===== src/rtl/popcnt_pkg.sv =====
// Shared definitions for the bit-count scheduler slice.
// FSM state type, default sizes and the result-width helper.
package popcnt_pkg;

   typedef enum logic [1:0] {
      ST_IDLE,
      ST_COUNT,
      ST_DONE
   } state_t;

   localparam int DEF_N_REQ  = 4;
   localparam int DEF_DATA_W = 16;

   // Width needed to hold any count from 0 up to data_w inclusive.
   function automatic int cnt_width(input int data_w);
      return $clog2(data_w + 1);
   endfunction

endpackage


===== src/rtl/popcnt_sched_if.sv =====
// Request/result handshake bundle between requesters,
// the popcount scheduler and the result consumer.
interface popcnt_sched_if
   import popcnt_pkg::*;
#(
   parameter int N_REQ  = DEF_N_REQ,
   parameter int DATA_W = DEF_DATA_W,
   parameter int CNT_W  = cnt_width(DATA_W),
   parameter int ID_W   = $clog2(N_REQ)
);

   logic [N_REQ-1:0]        req_valid;
   logic [N_REQ*DATA_W-1:0] req_data;
   logic [N_REQ-1:0]        req_ready;
   logic                    res_valid;
   logic                    res_ready;
   logic [CNT_W-1:0]        res_count;
   logic [ID_W-1:0]         res_id;
   logic                    busy;

   modport master (
      output req_valid,
      output req_data,
      input  req_ready,
      input  res_valid,
      output res_ready,
      input  res_count,
      input  res_id,
      input  busy
   );

   modport slave (
      input  req_valid,
      input  req_data,
      output req_ready,
      output res_valid,
      input  res_ready,
      output res_count,
      output res_id,
      output busy
   );

endinterface


===== src/rtl/popcount_serial.sv =====
// Bit-serial ones counter: consumes one bit per clock,
// pulses done on the cycle the last bit is accumulated.
module popcount_serial
   import popcnt_pkg::*;
#(
   parameter int DATA_W = DEF_DATA_W,
   parameter int CNT_W  = cnt_width(DATA_W)
) (
   input  logic              clk,
   input  logic              reset,
   input  logic              start,
   input  logic [DATA_W-1:0] load_data,
   output logic              done,
   output logic [CNT_W-1:0]  count
);

   localparam logic [CNT_W-1:0] LAST = CNT_W'(DATA_W - 1);

   logic [DATA_W-1:0] shift_q;
   logic [CNT_W-1:0]  acc_q;
   logic [CNT_W-1:0]  idx_q;
   logic              active_q;

   always_ff @(posedge clk) begin
      if (reset) begin
         shift_q  <= '0;
         acc_q    <= '0;
         idx_q    <= '0;
         active_q <= 1'b0;
      end else if (start) begin
         shift_q  <= load_data;
         acc_q    <= '0;
         idx_q    <= '0;
         active_q <= 1'b1;
      end else if (active_q) begin
         acc_q   <= acc_q + CNT_W'(shift_q[0]);
         shift_q <= shift_q >> 1;
         idx_q   <= idx_q + CNT_W'(1);
         if (idx_q == LAST) begin
            active_q <= 1'b0;
         end
      end
   end

   assign done  = active_q && (idx_q == LAST);
   assign count = acc_q;

endmodule


===== src/rtl/popcnt_sched.sv =====
// Round-robin scheduler sharing one serial popcount engine
// between N_REQ requesters; returns count tagged with requester id.
module popcnt_sched
   import popcnt_pkg::*;
#(
   parameter int N_REQ  = DEF_N_REQ,
   parameter int DATA_W = DEF_DATA_W,
   parameter int CNT_W  = cnt_width(DATA_W),
   parameter int ID_W   = $clog2(N_REQ)
) (
   input logic           clk,
   input logic           reset,
   popcnt_sched_if.slave bus
);

   state_t            state_q, state_n;
   logic [ID_W-1:0]   ptr_q, ptr_n;
   logic [ID_W-1:0]   win;
   logic [ID_W-1:0]   res_id_q;
   logic [ID_W:0]     sum;
   logic              found;
   logic              start;
   logic              done;
   logic [DATA_W-1:0] load;
   logic [CNT_W-1:0]  count;

   // Search upward from ptr, wrapping modulo N_REQ.
   always_comb begin
      found = 1'b0;
      win   = '0;
      sum   = '0;
      for (int i = 0; i < N_REQ; i++) begin
         sum = {1'b0, ptr_q} + (ID_W+1)'(i);
         if (sum >= (ID_W+1)'(N_REQ)) begin
            sum = sum - (ID_W+1)'(N_REQ);
         end
         if (!found && bus.req_valid[sum[ID_W-1:0]]) begin
            found = 1'b1;
            win   = sum[ID_W-1:0];
         end
      end
   end

   always_comb begin
      load = '0;
      for (int i = 0; i < N_REQ; i++) begin
         if (win == ID_W'(i)) begin
            load = bus.req_data[i*DATA_W +: DATA_W];
         end
      end
   end

   assign ptr_n = (win == ID_W'(N_REQ - 1)) ? '0 : win + ID_W'(1);

   always_comb begin
      state_n = state_q;
      start   = 1'b0;
      unique case (state_q)
         ST_IDLE: begin
            if (found && !reset) begin
               start   = 1'b1;
               state_n = ST_COUNT;
            end
         end
         ST_COUNT: begin
            if (done) begin
               state_n = ST_DONE;
            end
         end
         ST_DONE: begin
            if (bus.res_ready) begin
               state_n = ST_IDLE;
            end
         end
         default: state_n = ST_IDLE;
      endcase
   end

   always_ff @(posedge clk) begin
      if (reset) begin
         state_q  <= ST_IDLE;
         ptr_q    <= '0;
         res_id_q <= '0;
      end else begin
         state_q <= state_n;
         if (start) begin
            ptr_q    <= ptr_n;
            res_id_q <= win;
         end
      end
   end

   popcount_serial #(
      .DATA_W (DATA_W),
      .CNT_W  (CNT_W)
   ) u_engine (
      .clk       (clk),
      .reset     (reset),
      .start     (start),
      .load_data (load),
      .done      (done),
      .count     (count)
   );

   assign bus.req_ready = start ? (N_REQ'(1) << win) : '0;
   assign bus.res_valid = (state_q == ST_DONE);
   assign bus.busy      = (state_q != ST_IDLE);
   assign bus.res_count = count;
   assign bus.res_id    = res_id_q;

endmodule


===== src/flat_wrapper.sv =====
// flat-port wrapper written by rule: the top's interface ports become plain ports
module popcnt_sched_flat import popcnt_pkg::*;
#(
   parameter int N_REQ  = DEF_N_REQ,
   parameter int DATA_W = DEF_DATA_W,
   parameter int CNT_W  = cnt_width(DATA_W),
   parameter int ID_W   = $clog2(N_REQ)
)
  (clk, reset, bus_req_valid, bus_req_data, bus_req_ready, bus_res_valid, bus_res_ready, bus_res_count, bus_res_id, bus_busy);
  popcnt_sched_if #(.N_REQ(N_REQ), .DATA_W(DATA_W), .CNT_W(CNT_W), .ID_W(ID_W)) bus_i ();
  input logic clk;
  input logic reset;
  input wire logic [$bits(bus_i.req_valid)-1:0] bus_req_valid;
  input wire logic [$bits(bus_i.req_data)-1:0] bus_req_data;
  output wire logic [$bits(bus_i.req_ready)-1:0] bus_req_ready;
  output wire logic [$bits(bus_i.res_valid)-1:0] bus_res_valid;
  input wire logic [$bits(bus_i.res_ready)-1:0] bus_res_ready;
  output wire logic [$bits(bus_i.res_count)-1:0] bus_res_count;
  output wire logic [$bits(bus_i.res_id)-1:0] bus_res_id;
  output wire logic [$bits(bus_i.busy)-1:0] bus_busy;
  assign bus_i.req_valid = bus_req_valid;
  assign bus_i.req_data = bus_req_data;
  assign bus_req_ready = bus_i.req_ready;
  assign bus_res_valid = bus_i.res_valid;
  assign bus_i.res_ready = bus_res_ready;
  assign bus_res_count = bus_i.res_count;
  assign bus_res_id = bus_i.res_id;
  assign bus_busy = bus_i.busy;
  popcnt_sched #(.N_REQ(N_REQ), .DATA_W(DATA_W), .CNT_W(CNT_W), .ID_W(ID_W)) u_core (.clk(clk), .reset(reset), .bus(bus_i));
endmodule

===== config.mk =====
export PLATFORM = sky130hd
export DESIGN_NAME = popcnt_sched_flat
export DESIGN_NICKNAME = d
export VERILOG_FILES = /design/src/rtl/popcnt_pkg.sv /design/src/rtl/popcnt_sched_if.sv /design/src/rtl/popcount_serial.sv /design/src/rtl/popcnt_sched.sv /design/src/flat_wrapper.sv
export SDC_FILE = /design/constraint.sdc
export NUM_CORES = 1
export LEC_CHECK = 0
export BUFFER_PORTS_ARGS = -buffer_cell sky130_fd_sc_hd__buf_2
export CORE_UTILIZATION = 40
export CTS_CLUSTER_DIAMETER = 200
export DETAILED_ROUTE_END_ITERATION = 7
export GPL_TIMING_DRIVEN = 1
export PLACE_DENSITY = 0.67
export SKIP_CTS_REPAIR_TIMING = 1
export SLEW_MARGIN = 20
export SYNTH_ARGS = -nofsm -noshare
export SYNTH_HDL_FRONTEND = slang
export SYNTH_HIERARCHICAL = 1
export SYNTH_SLANG_ARGS = --single-unit

===== constraint.sdc =====
create_clock -name clk -period 2.48 [get_ports clk]
set_input_delay 0.372 -clock clk [delete_from_list [all_inputs] [get_ports clk]]
set_output_delay 0.372 -clock clk [all_outputs]
set_load 0.05 [all_outputs]

After elaboration in Yosys (flattened, before gate mapping). Cells that the tools add are included.

Add/subtract/negate cells: 10. Multipliers: 0. Div/mod/pow operators: 0. Order comparisons: 8. Equality and inequality tests: 9. Shift-type cells: 1. Mux-type cells: 37. Bitwise gates (word level): 0. Reduce and logical (&&, ||, !) cells: 15.

Operator list (number): 16-bit 2-to-1 mux (6); 2-bit 2-to-1 mux (12); 1-bit 2-to-1 mux (13); 2-bit by 3-bit < comparator with 1-bit output, second input constant (4); 3-bit >= comparator, second input constant (3); 1-bit binary-select mux with 2-bit select (4); 2-bit by 1-bit subtractor with 2-bit output, second input constant (4); 2-bit by 2-bit adder with 3-bit output, second input constant (2); 2-bit equality test, second input constant (3); 2-bit by 1-bit inequality test with 1-bit output, second input constant (3); 2-bit one-hot mux with 3 select lines (1); 5-bit by 1-bit adder with 5-bit output (1); 5-bit by 1-bit adder with 5-bit output, second input constant (1); 5-bit by 4-bit equality test with 1-bit output, second input constant (1); 1-bit logical AND (5); 2-bit by 1-bit equality test with 1-bit output, second input constant (2); 1-bit zero test (4); 2-bit zero test (2); 4-bit 2-to-1 mux (1); 2-bit nonzero test (2); 1-bit by 2-bit << shifter with 4-bit output, first input constant (1); 2-bit by 1-bit adder with 3-bit output, second input constant (1); 2-bit by 3-bit >= comparator with 1-bit output, second input constant (1); 3-bit AND reduction (1); 2 further kinds (2).

Flip-flop bits (word level): 33. Latch bits: 0. Memory bits (writable): 0. Bits in read-only memories: 0. Memories: 0.

Depth between registers and ports, before layout.
Depth after elaboration: 20. Gate-level depth with buffers: 12. Gate-level depth less buffers: 11.

By module. Netlist, hierarchy kept.

Modules (own cells, without submodules): popcount_serial (times used 1, cells an instance 123, area an instance 1312.5 um2); popcnt_sched (times used 1, cells an instance 126, area an instance 914.6 um2).

Worst setup path after synthesis. Ideal clock, no wire load.

Path type: register to output. From: register u_core.ptr_q[0]. To: output bus_req_ready[3]. Arrival time: 2022 ps. Required time: 2108 ps. Path slack: 86 ps. Stages on the path, launching flop included: 9. Path buffers: 2. Cells stage by stage: dfxtp_1 -> inv_1 -> a2bb2oi_1 -> o32ai_1 -> nor3_1 -> ha_1 -> buf_1 -> clkbuf_1 -> and2_1.

Elaborated cells between the ends (all ways): 42. Classes of those cells: add/sub (7); order compare (4); shift (1); mux (23); reduce/logical (7).

RTL lines: start: declaration (line popcnt_sched.sv:17) `logic [ID_W-1:0] ptr_q, ptr_n;`; start signal: assignment (line popcnt_sched.sv:87) `ptr_q <= ptr_n;`; parallel branches: the longest is 13 deep, another holds 2-bit by 1-bit adder with 3-bit output; 2-bit 2-to-1 mux (*) (line popcnt_sched.sv:37) `if (!found && bus.req_valid[sum[ID_W-1:0]]) begin`; net u_core.win[0] (line popcnt_sched.sv:18) `logic [ID_W-1:0] win;`; 1-bit by 2-bit << shifter with 4-bit output (*) (line popcnt_sched.sv:105) `assign bus.req_ready = start ? (N_REQ'(1) << win) : '0;`; 4-bit 2-to-1 mux (*) (line popcnt_sched.sv:105); end: declaration (line flat_wrapper.sv:15) `output wire logic [$bits(bus_i.req_ready)-1:0] bus_req_ready;`.

Mark *: on every way through the listed nets, which the timed path passes. The select of a mux whose other input is x is not followed.

Worst setup path after layout.
From: register u_core.ptr_q[0]. To: register u_core.u_engine.shift_q[10].

Longest elaborated chain between the ends: 20. Elaborated cells between the ends (all ways): 50. Classes of those cells: add/sub (7); order compare (4); eq/ne (3); mux (27); reduce/logical (9).

Ends and longest elaborated chain: parallel branches: the longest is 13 deep, another holds 2-bit by 1-bit adder with 3-bit output; 2-bit 2-to-1 mux (*) (line popcnt_sched.sv:37); 2-bit zero test (line popcnt_sched.sv:47) `if (win == ID_W'(i)) begin`; 16-bit 2-to-1 mux (3 in series) (line popcnt_sched.sv:47); 16-bit 2-to-1 mux (*) (line popcnt_sched.sv:47); net u_core.load[10] (line popcnt_sched.sv:24) `logic [DATA_W-1:0] load;`; 16-bit 2-to-1 mux (*) (line popcount_serial.sv:30) `end else if (start) begin`; end signal: assignment (line popcount_serial.sv:31) `shift_q <= load_data;`; end signal: assignment (line popcount_serial.sv:37) `shift_q <= shift_q >> 1;`; end: declaration (line popcount_serial.sv:19) `logic [DATA_W-1:0] shift_q;`.

Marks and branches as above. A chain may end at the register's enable or synchronous reset.

==> flow_metrics.tcl <==
set metrics [dict create \
    multiInputGateArea_mm2 0.00149 \
    num-nets-final 415 \
    overflow 0 \
    startpoint "u_core/ptr_q[0]" \
    critPathMaxFanout 15 \
    drt_pass1_iterations 5 \
    fin_skew_ps 8.20 \
    cts_tree "built" \
    max_cap_violations 0 \
    peakVddDrop_mv 0.304 \
    fill_cells 464 \
    start_util_pct 42.5 \
    hold_viol 0 \
    required_ps 2640 \
    critPathLaunchType "register" \
    regArea_um2 666 \
    reg2reg_from "u_core/ptr_q[0]" \
    async_reset_ff_share_pct 0 \
    clock_path_buffers 2 \
    route.vias.total 2181 \
    die_h_um 76.6 \
    synth_fp_nets 328 \
    worst_setup_path_end_kind "register" \
    yosysMostFrequentCell "dfxtp_1" \
    antenna_left 0 \
    power_density_mw_per_mm2 540 \
    synth_commonest_cells "dfxtp_1, nor2b_1, mux2i_1, nand2_1" \
    fin_cells 407 \
    total_power_mw 1.61 \
    die_area_mm2 0.00587 \
    die_x_um 76.6 \
    fin_setup_tns_ps 0 \
    holdWs_ps 397 \
    numCtsBuffers 5 \
    cts_sinks 33 \
    cp_data_arrival_time_ps 2620 \
    syn2layout_area_growth_pct 33.9 \
    reg2reg_depth 11 \
    worst_pin_slew_ps 627 \
    clock_latency_ps 290 \
    routabilityCongestion 0.802 \
    grt_max_degree 34 \
    antennaDiodeCount 0 \
    grt_pass1_vias 1959 \
    drv_slew 0 \
    synth_top_cell_by_area "dfxtp_1" \
    io-pin-count 84 \
    io_buffers 83 \
    syn_area_per_cell_um2 8.94 \
    core_area_mm2 0.00524 \
    root_buffer "clkbuf_8" \
    min_path_cells 4 \
    grt_pass1_wl_um 8830 \
    vias_per_cell 5.36 \
    worstHoldStart "bus_res_ready" \
    synth_seq_cells 33 \
    slew_headroom_pct 58.2 \
    finalSetupViolCount 0 \
    rsz0062_at_grt "yes" \
    path_class "reg2reg" \
    fin_util_pct 56.9 \
    synth_seq_area_share_pct 29.7 \
    hpwl_um 4190 \
    worst-r2r-setup-slack_ps 20 \
    ys_top_cells_by_area "dfxtp_1, mux2i_1, nor2b_1" \
    netlist_area_mm2 0.00223 \
    synth_top_area_share_pct 29.7 \
    hold_class "in2reg" \
    drive_above_1_share_pct 40.9 \
    leakage_nw 1.25 \
    ys_warn_count 6 \
    avgRoutedWirePerCell_um 14.2 \
    rows 26 \
    drtIter0Drc 126 \
    dpl.cell_count 395 \
    fin_crit_sh_pct 99.1 \
    status "complete, no violations" \
    min_to "u_core/state_q[1]" \
    syn_inst 249 \
    clk_transition_reported_paths_ps 70 \
    ys_types 43 \
    grt_antenna_before_repair 0 \
    wl_um 5800 \
    drc 0 \
    synth_edf_count 0 \
    r2r-end "u_core/u_engine/shift_q[10]" \
    h-tree-depth 2 \
    max_freq_ghz 0.407 \
    fin_crit_ps 2460 \
    gr-usage-all-layers_pct 19.0 \
    ys_dominant_reg_cell "dfxtp_1" \
]
placed cells by master, fill, tap and decap left out, drive strengths merged, types with 5 or more instances in the layout:
master / synthesis / layout
ha: 8 / 8
dfxtp: 33 / 33
o31ai: 15 / 15
and2: 5 / 5
buf: 14 / 99
mux2i: 20 / 20
nor2: 9 / 9
a221oi: 15 / 15
a21oi: 10 / 10
a211oi: 16 / 16
nor2b: 33 / 33
inv: 7 / 7
nand2: 20 / 20
clkbuf: 6 / 7
metrics by stage:
stage | instance area [um2] | worst slack [ps]
2_1_floorplan | 2230 | 86.3
6_report | 2980 | 23.1
5_1_grt | 2980 | -26.2
3_3_place_gp | 2760 | -44.6
4_1_cts | 2850 | -156
3_5_place_dp | 2760 | -102
power by group:
part           leakage [nW]  internal [mW]  switching (mW)
registers             0.271          0.569          0.0359
logic                 0.935          0.306           0.310
clock network        0.0450          0.194           0.194
total                  1.25           1.07           0.540
logic make-up after synthesis:
family | synth area share (%)
buffers and inverters | 6.35
adders and majority gates | 4.49
AOI/OAI and AO/OA | 24.9
and+or+nand+nor | 23.7
DFF | 29.7
muxes | 10.5
xor gates and xnor gates | 0.393
metal layers:
layer / routed length, um / track usage, %
met5: 0 / 0
met4: 145 / 10.4
met3: 264 / 2.63
met2: 2670 / 29.9
met1: 2710 / 25.0
flip-flops by register name, indices dropped and copies added, names as in the netlist:
name,flops
u_core/ptr_q,2
u_core/state_q,2
u_core/u_engine/active_q,1
u_core/u_engine/count,5
u_core/bus.res_id,2
u_core/u_engine/idx_q,5
u_core/u_engine/shift_q,16
how the worst max path moves through the flow:
stage	endpoint	slack (ps)
finish	u_core/u_engine/shift_q[10]	20
global route	bus_req_ready[3]	-30
CTS	bus_req_ready[1]	-160
detailed placement	u_core/u_engine/shift_q[10]	-100
global placement	u_core/u_engine/shift_q[10]	-40
floorplan	bus_req_ready[3]	90
critical path: stages (launching register included):
cell       delay [ps]
dfxtp_2           340
inv_4              80
a2bb2oi_4         160
o32ai_4           110
or3_4             400
ha_1              220
nor2b_4           130
buf_12            140
a221oi_1          410
o31ai_1           130
nor2b_1           150
a211oi_2           60
layout make-up:
| cell class | count | area share, % |
|---|---|---|
| clock buffers | 6 | 2.43 |
| clock inverters | 2 | 0.336 |
| inverters | 7 | 0.965 |
| repair buffers | 100 | 21.2 |
| multi-input cells | 189 | 49.8 |
| flip-flops and latches | 33 | 22.3 |
| well taps | 70 | 2.94 |
Power figures use the tool's default switching activity.
